## src/rtl/rrv2rvh_ruby_ld_resp_align.sv

```systemverilog
// Aligns in-order L1D line responses to outstanding ruby tester loads and emits extended 64-bit data.
// Optional watchdog enabled by defining RRV2RVH_RUBY_LD_RESP_TIMEOUT_EN.
module rrv2rvh_ruby_ld_resp_align #(
    parameter int DEPTH              = 4,
    parameter int TAG_W              = 8,
    parameter int TIMEOUT_CYCLES     = 1024,
    parameter int L1D_STB_DATA_WIDTH = 512,
    parameter int L1D_OFFSET_WIDTH   = 6,
    parameter int LDU_OP_WIDTH       = 3
) (
    input  logic                            clk,
    input  logic                            rst,
    input  logic                            req_vld_i,
    output logic                            req_rdy_o,
    input  logic [TAG_W-1:0]                req_tag_i,
    input  logic [L1D_OFFSET_WIDTH-1:0]     req_offset_i,
    input  logic [LDU_OP_WIDTH-1:0]         req_opcode_i,
    input  logic [L1D_STB_DATA_WIDTH/8-1:0] req_byte_mask_i,
    input  logic                            resp_vld_i,
    output logic                            resp_rdy_o,
    input  logic [L1D_STB_DATA_WIDTH-1:0]   resp_line_data_i,
    output logic                            out_vld_o,
    input  logic                            out_rdy_i,
    output logic [TAG_W-1:0]                out_tag_o,
    output logic [63:0]                     out_data_o,
    output logic                            err_timeout_o
);

    localparam int MASK_W = L1D_STB_DATA_WIDTH / 8;
    localparam int PTR_W  = $clog2(DEPTH);
    localparam int ENT_W  = TAG_W + L1D_OFFSET_WIDTH + LDU_OP_WIDTH + MASK_W;
    localparam logic [PTR_W:0] PTR_ONE = (PTR_W + 1)'(1);

    // Load opcode encoding shared with the ldu decoder; anything else returns zero data.
    localparam logic [LDU_OP_WIDTH-1:0] LDU_LB  = LDU_OP_WIDTH'(0);
    localparam logic [LDU_OP_WIDTH-1:0] LDU_LH  = LDU_OP_WIDTH'(1);
    localparam logic [LDU_OP_WIDTH-1:0] LDU_LW  = LDU_OP_WIDTH'(2);
    localparam logic [LDU_OP_WIDTH-1:0] LDU_LD  = LDU_OP_WIDTH'(3);
    localparam logic [LDU_OP_WIDTH-1:0] LDU_LBU = LDU_OP_WIDTH'(4);
    localparam logic [LDU_OP_WIDTH-1:0] LDU_LHU = LDU_OP_WIDTH'(5);
    localparam logic [LDU_OP_WIDTH-1:0] LDU_LWU = LDU_OP_WIDTH'(6);

    if (DEPTH < 2 || (DEPTH & (DEPTH - 1)) != 0) begin : g_bad_depth
        $error("DEPTH must be a power of two >= 2");
    end
    if (TIMEOUT_CYCLES < 1) begin : g_bad_timeout
        $error("TIMEOUT_CYCLES must be >= 1");
    end

    logic [PTR_W:0]   wr_ptr_q, wr_ptr_d;
    logic [PTR_W:0]   rd_ptr_q, rd_ptr_d;
    logic [ENT_W-1:0] fifo_mem_q [DEPTH];
    logic             full, empty, push, pop;

    logic [TAG_W-1:0]              head_tag;
    logic [L1D_OFFSET_WIDTH-1:0]   head_off;
    logic [LDU_OP_WIDTH-1:0]       head_op;
    logic [MASK_W-1:0]             head_mask;

    logic [L1D_STB_DATA_WIDTH-1:0] line_bit_mask;
    logic [L1D_STB_DATA_WIDTH-1:0] masked_line;
    logic [63:0]                   raw_data;
    logic [63:0]                   ext_data;
    logic                          op_b, op_hw, op_w, op_dw, op_sign;

    logic             out_vld_q, out_vld_d;
    logic [TAG_W-1:0] out_tag_q, out_tag_d;
    logic [63:0]      out_data_q, out_data_d;

    assign empty = (wr_ptr_q == rd_ptr_q);
    assign full  = (wr_ptr_q[PTR_W] != rd_ptr_q[PTR_W]) &&
                   (wr_ptr_q[PTR_W-1:0] == rd_ptr_q[PTR_W-1:0]);

    assign req_rdy_o  = !full;
    assign resp_rdy_o = !empty && (!out_vld_q || out_rdy_i);
    assign push       = req_vld_i && !full;
    assign pop        = resp_vld_i && resp_rdy_o;

    assign {head_tag, head_off, head_op, head_mask} = fifo_mem_q[rd_ptr_q[PTR_W-1:0]];

    always_comb begin
        wr_ptr_d = push ? wr_ptr_q + PTR_ONE : wr_ptr_q;
        rd_ptr_d = pop  ? rd_ptr_q + PTR_ONE : rd_ptr_q;
    end

    always_ff @(posedge clk) begin
        if (push) begin
            fifo_mem_q[wr_ptr_q[PTR_W-1:0]] <= {req_tag_i, req_offset_i, req_opcode_i, req_byte_mask_i};
        end
    end

    always_comb begin
        line_bit_mask = '0;
        for (int b = 0; b < MASK_W; b++) begin
            line_bit_mask[b*8 +: 8] = {8{head_mask[b]}};
        end
        masked_line = resp_line_data_i & line_bit_mask;
        raw_data    = 64'(masked_line >> {head_off, 3'b000});
    end

    always_comb begin
        op_b    = 1'b0;
        op_hw   = 1'b0;
        op_w    = 1'b0;
        op_dw   = 1'b0;
        op_sign = 1'b0;
        case (head_op)
            LDU_LB:  begin op_b  = 1'b1; op_sign = 1'b1; end
            LDU_LH:  begin op_hw = 1'b1; op_sign = 1'b1; end
            LDU_LW:  begin op_w  = 1'b1; op_sign = 1'b1; end
            LDU_LD:  op_dw = 1'b1;
            LDU_LBU: op_b  = 1'b1;
            LDU_LHU: op_hw = 1'b1;
            LDU_LWU: op_w  = 1'b1;
            default: ;
        endcase
    end

    always_comb begin
        ext_data = '0;
        if (op_b) begin
            ext_data = {{56{op_sign & raw_data[7]}}, raw_data[7:0]};
        end else if (op_hw) begin
            ext_data = {{48{op_sign & raw_data[15]}}, raw_data[15:0]};
        end else if (op_w) begin
            ext_data = {{32{op_sign & raw_data[31]}}, raw_data[31:0]};
        end else if (op_dw) begin
            ext_data = raw_data;
        end
    end

    // A new result may overwrite the register in the same edge the old one drains.
    always_comb begin
        out_vld_d  = out_vld_q;
        out_tag_d  = out_tag_q;
        out_data_d = out_data_q;
        if (pop) begin
            out_vld_d  = 1'b1;
            out_tag_d  = head_tag;
            out_data_d = ext_data;
        end else if (out_rdy_i) begin
            out_vld_d  = 1'b0;
        end
    end

    always_ff @(posedge clk or negedge rst) begin
        if (!rst) begin
            wr_ptr_q   <= '0;
            rd_ptr_q   <= '0;
            out_vld_q  <= 1'b0;
            out_tag_q  <= '0;
            out_data_q <= '0;
        end else begin
            wr_ptr_q   <= wr_ptr_d;
            rd_ptr_q   <= rd_ptr_d;
            out_vld_q  <= out_vld_d;
            out_tag_q  <= out_tag_d;
            out_data_q <= out_data_d;
        end
    end

    assign out_vld_o  = out_vld_q;
    assign out_tag_o  = out_tag_q;
    assign out_data_o = out_data_q;

`ifdef RRV2RVH_RUBY_LD_RESP_TIMEOUT_EN
    localparam int WD_W = $clog2(TIMEOUT_CYCLES + 1);
    localparam logic [WD_W-1:0] WD_ONE   = WD_W'(1);
    localparam logic [WD_W-1:0] WD_LIMIT = WD_W'(TIMEOUT_CYCLES);

    logic [WD_W-1:0] wdog_cnt_q, wdog_cnt_d;
    logic            err_timeout_q, err_timeout_d;

    // Counts stalled cycles with loads outstanding; saturates at the limit.
    always_comb begin
        wdog_cnt_d    = wdog_cnt_q;
        err_timeout_d = err_timeout_q;
        if (empty || pop) begin
            wdog_cnt_d = '0;
        end else if (wdog_cnt_q != WD_LIMIT) begin
            wdog_cnt_d = wdog_cnt_q + WD_ONE;
        end
        if (wdog_cnt_d == WD_LIMIT) begin
            err_timeout_d = 1'b1;
        end
    end

    always_ff @(posedge clk or negedge rst) begin
        if (!rst) begin
            wdog_cnt_q    <= '0;
            err_timeout_q <= 1'b0;
        end else begin
            wdog_cnt_q    <= wdog_cnt_d;
            err_timeout_q <= err_timeout_d;
        end
    end

    assign err_timeout_o = err_timeout_q;
`else
    assign err_timeout_o = 1'b0;
`endif

endmodule
```

## config.mk

```make
export PLATFORM = sky130hd
export DESIGN_NAME = rrv2rvh_ruby_ld_resp_align
export DESIGN_NICKNAME = d
export VERILOG_FILES = /design/src/rtl/rrv2rvh_ruby_ld_resp_align.sv
export SDC_FILE = /design/constraint.sdc
export NUM_CORES = 2
export LEC_CHECK = 0
export CAP_MARGIN = 0
export CELL_PAD_IN_SITES_DETAIL_PLACEMENT = 1
export CELL_PAD_IN_SITES_GLOBAL_PLACEMENT = 2
export CORE_AREA = 2 2 324 326
export DETAILED_ROUTE_END_ITERATION = 16
export DIE_AREA = 0 0 326 328
export DONT_BUFFER_PORTS = 1
export HOLD_SLACK_MARGIN = 0.06
export MAX_ROUTING_LAYER = met4
export PLACE_DENSITY_LB_ADDON = 0.1
export SYNTH_ARGS = -nofsm -noshare
export SYNTH_HDL_FRONTEND = slang
export SYNTH_SLANG_ARGS = --single-unit
```

## constraint.sdc

```tcl
create_clock -name clk -period 4.6 [get_ports clk]
set_input_delay 0.92 -clock clk [delete_from_list [all_inputs] [get_ports clk]]
set_output_delay 0.92 -clock clk [all_outputs]
set_load 0.005 [all_outputs]
```

=== Word level (Yosys, flattened, before mapping) ===
Memory sizes are Yosys's and may differ from the RTL's.
Cells that the tools add are included.

* $add $sub $neg: 2
* Reductions and logical operators: 14
* Bitwise gates (word level): 4
* Shift-type cells: 1
* Equality and inequality tests: 9
* Muxes and demuxes: 13

{| class="wikitable"
|+ Operator list
! cell !! count
|-
| AND 512 bit || 1
|-
| >> shifter 512 x 9 -> 64 bit || 1
|-
| two-way mux 64 bit || 4
|-
| equality test 3 bit (second input constant) || 3
|-
| two-way mux 1 bit || 9
|-
| adder 3 x 1 -> 3 bit (second input constant) || 2
|-
| equality test 3 x 2 -> 1 bit (second input constant) || 2
|-
| OR reduction 2 bit || 3
|-
| logical AND 1 bit || 4
|-
| AND 1 bit || 3
|-
| equality test 3 x 1 -> 1 bit (second input constant) || 1
|-
| equality test 3 bit || 1
|-
| logical NOT 1 bit || 3
|-
| logical NOT 3 bit || 1
|-
| OR reduction 3 bit || 1
|-
| equality test 2 bit || 1
|-
| nonzero test 2 bit || 1
|-
| logical OR 1 bit || 1
|-
| inequality test 1 bit || 1
|}

* Logic and storage cells: 49
* Memories kept: 1
* Bits in writable memories: 324
* Output and inout port bits: 76
* Bits in registers: 79
* Input port bits: 598

{| class="wikitable"
|+ Memory list
! memory !! depth !! width !! read ports !! clocked after Yosys merged registers in !! wr ports !! line !! text
|-
| fifo_mem_q || 4 || 81 || 1 || 0 || 1 || 52 || <nowiki>logic [ENT_W-1:0] fifo_mem_q [DEPTH];</nowiki>
|}

=== Longest topological paths before layout ===
An unclocked memory read counts as a cell.

* Depth in word-level cells: 8
* Mapped depth: 17
* Gate-level depth less buffers: 9

=== Worst setup path after synthesis ===
Ideal clock, no wire load.

* Kind: register to register
* Start: register rd_ptr_q[0]
* End: memory fifo_mem_q[3][0] in the netlist's numbering, enable pin
* Arrival time: 3.846 ns
* Data required time: 4.150 ns
* Setup time: 0.450 ns
* Clock period less this slack: 4.297 ns
* Slack: 0.303 ns
* Stages on the path, launching flop included: 12
* Path through: dfrtp_1 -> buf_6 -> buf_12 -> buf_12 -> buf_12 -> buf_8 -> buf_6 -> buf_6 -> xor2_1 -> nor2_1 -> nand2_1 -> and3_1

* Word-level cells in the longest chain between the ends: 6

{| class="wikitable"
|+ Ends and longest elaborated chain
! what !! line !! text
|-
| start, declared || 51 || <nowiki>logic [PTR_W:0] rd_ptr_q, rd_ptr_d;</nowiki>
|-
| start signal, assigned || 155 || <nowiki>rd_ptr_q <= rd_ptr_d;</nowiki>
|-
| equality test 2 bit || 72 || <nowiki>(wr_ptr_q[PTR_W-1:0] == rd_ptr_q[PTR_W-1:0]);</nowiki>
|-
| logical AND 1 bit || 71 || <nowiki>assign full = (wr_ptr_q[PTR_W] != rd_ptr_q[PTR_W]) &&</nowiki>
|-
| logical NOT 1 bit || n/a ||
|-
| named net req_rdy_o || 14 || <nowiki>output logic req_rdy_o,</nowiki>
|-
| logical AND 1 bit || 76 || <nowiki>assign push = req_vld_i && !full;</nowiki>
|-
| two-way mux 1 bit || 87 || <nowiki>if (push) begin</nowiki>
|-
| two-way mux 1 bit (implied by the code) || 88 || <nowiki>fifo_mem_q[wr_ptr_q[PTR_W-1:0]] <= {req_tag_i, req_offset_i, req_opcode_i, req_byte_mask_i};</nowiki>
|-
| end, declared || 52 ||
|}

The timed path passes the listed nets, and every way through them passes these cells.

=== Worst setup path after layout ===
* Start: register rd_ptr_q[0]
* End: register out_data_q[62], in the netlist out_data_o[62]

* Word-level cells in the longest chain between the ends: 8
* Elaborated cells between the ends (all ways): 30
* Classes of those cells: eq/ne: 7; shift: 1; mux: 9; bitwise: 4; reduce/logical: 8; memory: 1

{| class="wikitable"
|+ Ends and longest elaborated chain
! what !! line !! text
|-
| branches (longest 8 deep; another with memory (4 x 81 bit)) || n/a ||
|-
| end signal, assigned || 158 || <nowiki>out_data_q <= out_data_d;</nowiki>
|-
| end, declared || 68 || <nowiki>logic [63:0] out_data_q, out_data_d;</nowiki>
|}

Parallel ways; which one is timed is not known.
A chain may end at the register's enable or synchronous reset.

==> impl_metrics.yaml <==
sta:
  rsz0062_at_grt: "false"
  tightest_slew_ns: 1.28
  setup-tns-final_ns: -0.0914
  hold_violations: 0
  finClkSkew_ns: 0.0426
  relSlewSlack: 0.140
  finalSetupViolCount: 1
  layout_min_cycle_time_ns: 4.69
  fmax_mhz: 213
  post-route-period-util: 1.02
  setup_ws_ns: -0.0914
  final_max_slew_viol_count: 0
clocking:
  numCtsBuffers: 46
  cts_tree: "done"
  clock-sinks: 403
  clockBufferDepth: 3
  cts-root-buf: "clkbuf_16"
  clock_latency_ns: 0.65
  path_clk_slew_ns: 0.07
  cts_max_level: 2
floorplan:
  die_x_um: 326
  num_rows: 118
  fp.coreArea_um2: 103000
  dieArea_um2: 107000
  initial_utilization: 0.359
  die_h_um: 328
  io_pins: 674
setup_path:
  r2r.worst_path.cells: 9
  crit-reg2reg-launch: "rd_ptr_q[0]"
  critical_path_class: "flip-flop to flip-flop"
  critPathLaunchType: "flip-flop"
  crit_start: "rd_ptr_q[0]"
  cp.required_ns: 5.19
  cp_max_fo: 39
  arrival_ns: 5.28
  endpoint_kind: "flip-flop"
placed_design:
  port-buffer-count: 0
  place.detailed.hpwl_um: 201000
  dp.cells: 5369
  gp_congestion: 1.09
logic_synthesis:
  synth_top_area_cell: "edfxtp_1"
  syn_area_um2: 37000
  synth_cells: 4088
  synthArstFlopShare: 0.196
  ys_seq_elements: 403
  yosysTopAreaCellShare: 0.263
  synth_edf_count: 324
  yosys_warnings: 0
  syn_avg_cell_area_um2: 9.06
  synth_seq_area_share: 0.316
  postSynthNetCount: 4691
  ys_types: 92
  ys.flop_type: "edfxtp_1"
  synthTopCellsByArea: "edfxtp_1, mux2i_1, mux4_2, o21ai_0, dfrtp_1"
final_layout:
  syn_to_final_growth_pct: 11.2
  fin_nets: 4650
  final_cell_mix: "nand2_1, mux2i_1, o21ai_0, edfxtp_1, nand3_1"
  seqCellArea_um2: 11700
  multiInputGateArea_um2: 23400
  drive_gt1_frac: 0.161
  instances_no_fill: 5496
  fillers: 11700
  final_common_cell: "nand2_1"
drt:
  route.detailed.drc: 0
  vias_per_cell: 7.13
  met2WireLength_um: 118000
  met3_length_um: 21400
  ant_nets: 0
  routed_wl_um: 251000
  drt_iter0_markers: 4520
  wire_per_inst_um: 45.6
  routed.top_layer: "met4"
  vias: 39200
  dr.pass1.iters: 6
  wl_met1_um: 90400
global_routing:
  grt_pass1_vias: 39300
  track_usage: 0.464
  antenna_found_initial: 27
  grt_max_degree: 82
  grt_pass1_wl_um: 335000
  grt_overflow_total: 0
outcome:
  violations: "setup timing"
  status: "finished, violations left"
min_path:
  min_path_type: "input port to async pin"
job:
  cap_violations: 0
-- layout make-up --
cell class,instances,area share
antenna,37,0.00225
clock inverter,24,0.00617
timing repair buffer,302,0.0677
sequential,403,0.285
tap,1380,0.0420
clock buffer,56,0.0294
inverter,4,0.000365
multi-input combinational,3290,0.568
-- cells in the mapped netlist, drive strengths merged, types with 26 or more instances --
cell type / instances
buf: 242
edfxtp: 324
o22ai: 68
nor2: 277
o21ai: 502
nand3: 304
a211oi: 29
clkbuf: 151
mux4: 138
and2: 26
nand2b: 53
mux2: 110
a31oi: 30
dfrtp: 79
mux2i: 433
a21oi: 107
nand2: 473
o22a: 37
o211ai: 163
nor3: 48
nand3b: 128
a22oi: 49
o221ai: 41
-- per-layer routing --
layer	track usage	vias up
met5	-	-
met1	0.514	20100
met2	0.747	2617
li1	-	15800
met3	0.104	755
met4	0.317	0
-- flip-flops by register name, summed over array words and instances, names as in the netlist --
register    flops
out_vld_o       1
out_tag_o       8
wr_ptr_q        3
rd_ptr_q        3
out_data_o     64
fifo_mem_q    324
-- per-stage QoR --
stage	cell area (µm²)	util	worst slack [ns]	hold WS (ns)
6_report	41200	0.399	-0.0914	0.138
4_1_cts	41000	0.397	0.0262	0.177
5_1_grt	41100	0.399	0.00521	0.173
2_1_floorplan	37000	-	0.303	0.460
3_5_place_dp	39500	0.382	-0.0373	0.497
3_3_place_gp	39500	0.382	0.0292	0.473
-- path summary, 6_finish.rpt --
path	to	slack (ns)
setup / recovery	out_data_o[62]	-0.09
hold / removal	out_data_o[4]	0.14
setup reg to reg	out_data_o[62]	-0.09
hold reg to reg	out_tag_o[3]	0.51
max in group asynchronous	rd_ptr_q[1]	3.86
min in group clk	fifo_mem_q[0][54]	0.37
-- worst max-delay path: stages, from the launching register on --
cell	delay [ns]
dfrtp_4	0.62
mux4_4	0.87
buf_12	0.25
buf_4	0.28
o21ai_1	0.54
mux2i_1	0.23
nor2_1	0.71
o32ai_1	0.21
nor4_2	0.58
o22a_1	0.25
-- logic make-up after synthesis --
family	synth area share
xor gates and xnor gates	0.00166
muxes	0.235
adders and majority gates	0.00169
buffers and inverters	0.0568
other	0.000101
DFF	0.316
AOI/OAI and AO/OA	0.211
and+or+nand+nor	0.178
-- repair_timing --
item / in CTS / in global routing
hold buffers: 1 / 0
gates cloned: 0 / 2
resized for setup: 2 / 7
hold endpoints to repair: 79 / 0
setup endpoints to repair: 3 / 20
setup buffers: 0 / 7
Power is left out: the tool's default activity adds up to more than one toggle a clock period on the data nets, which glitch-free logic cannot reach.
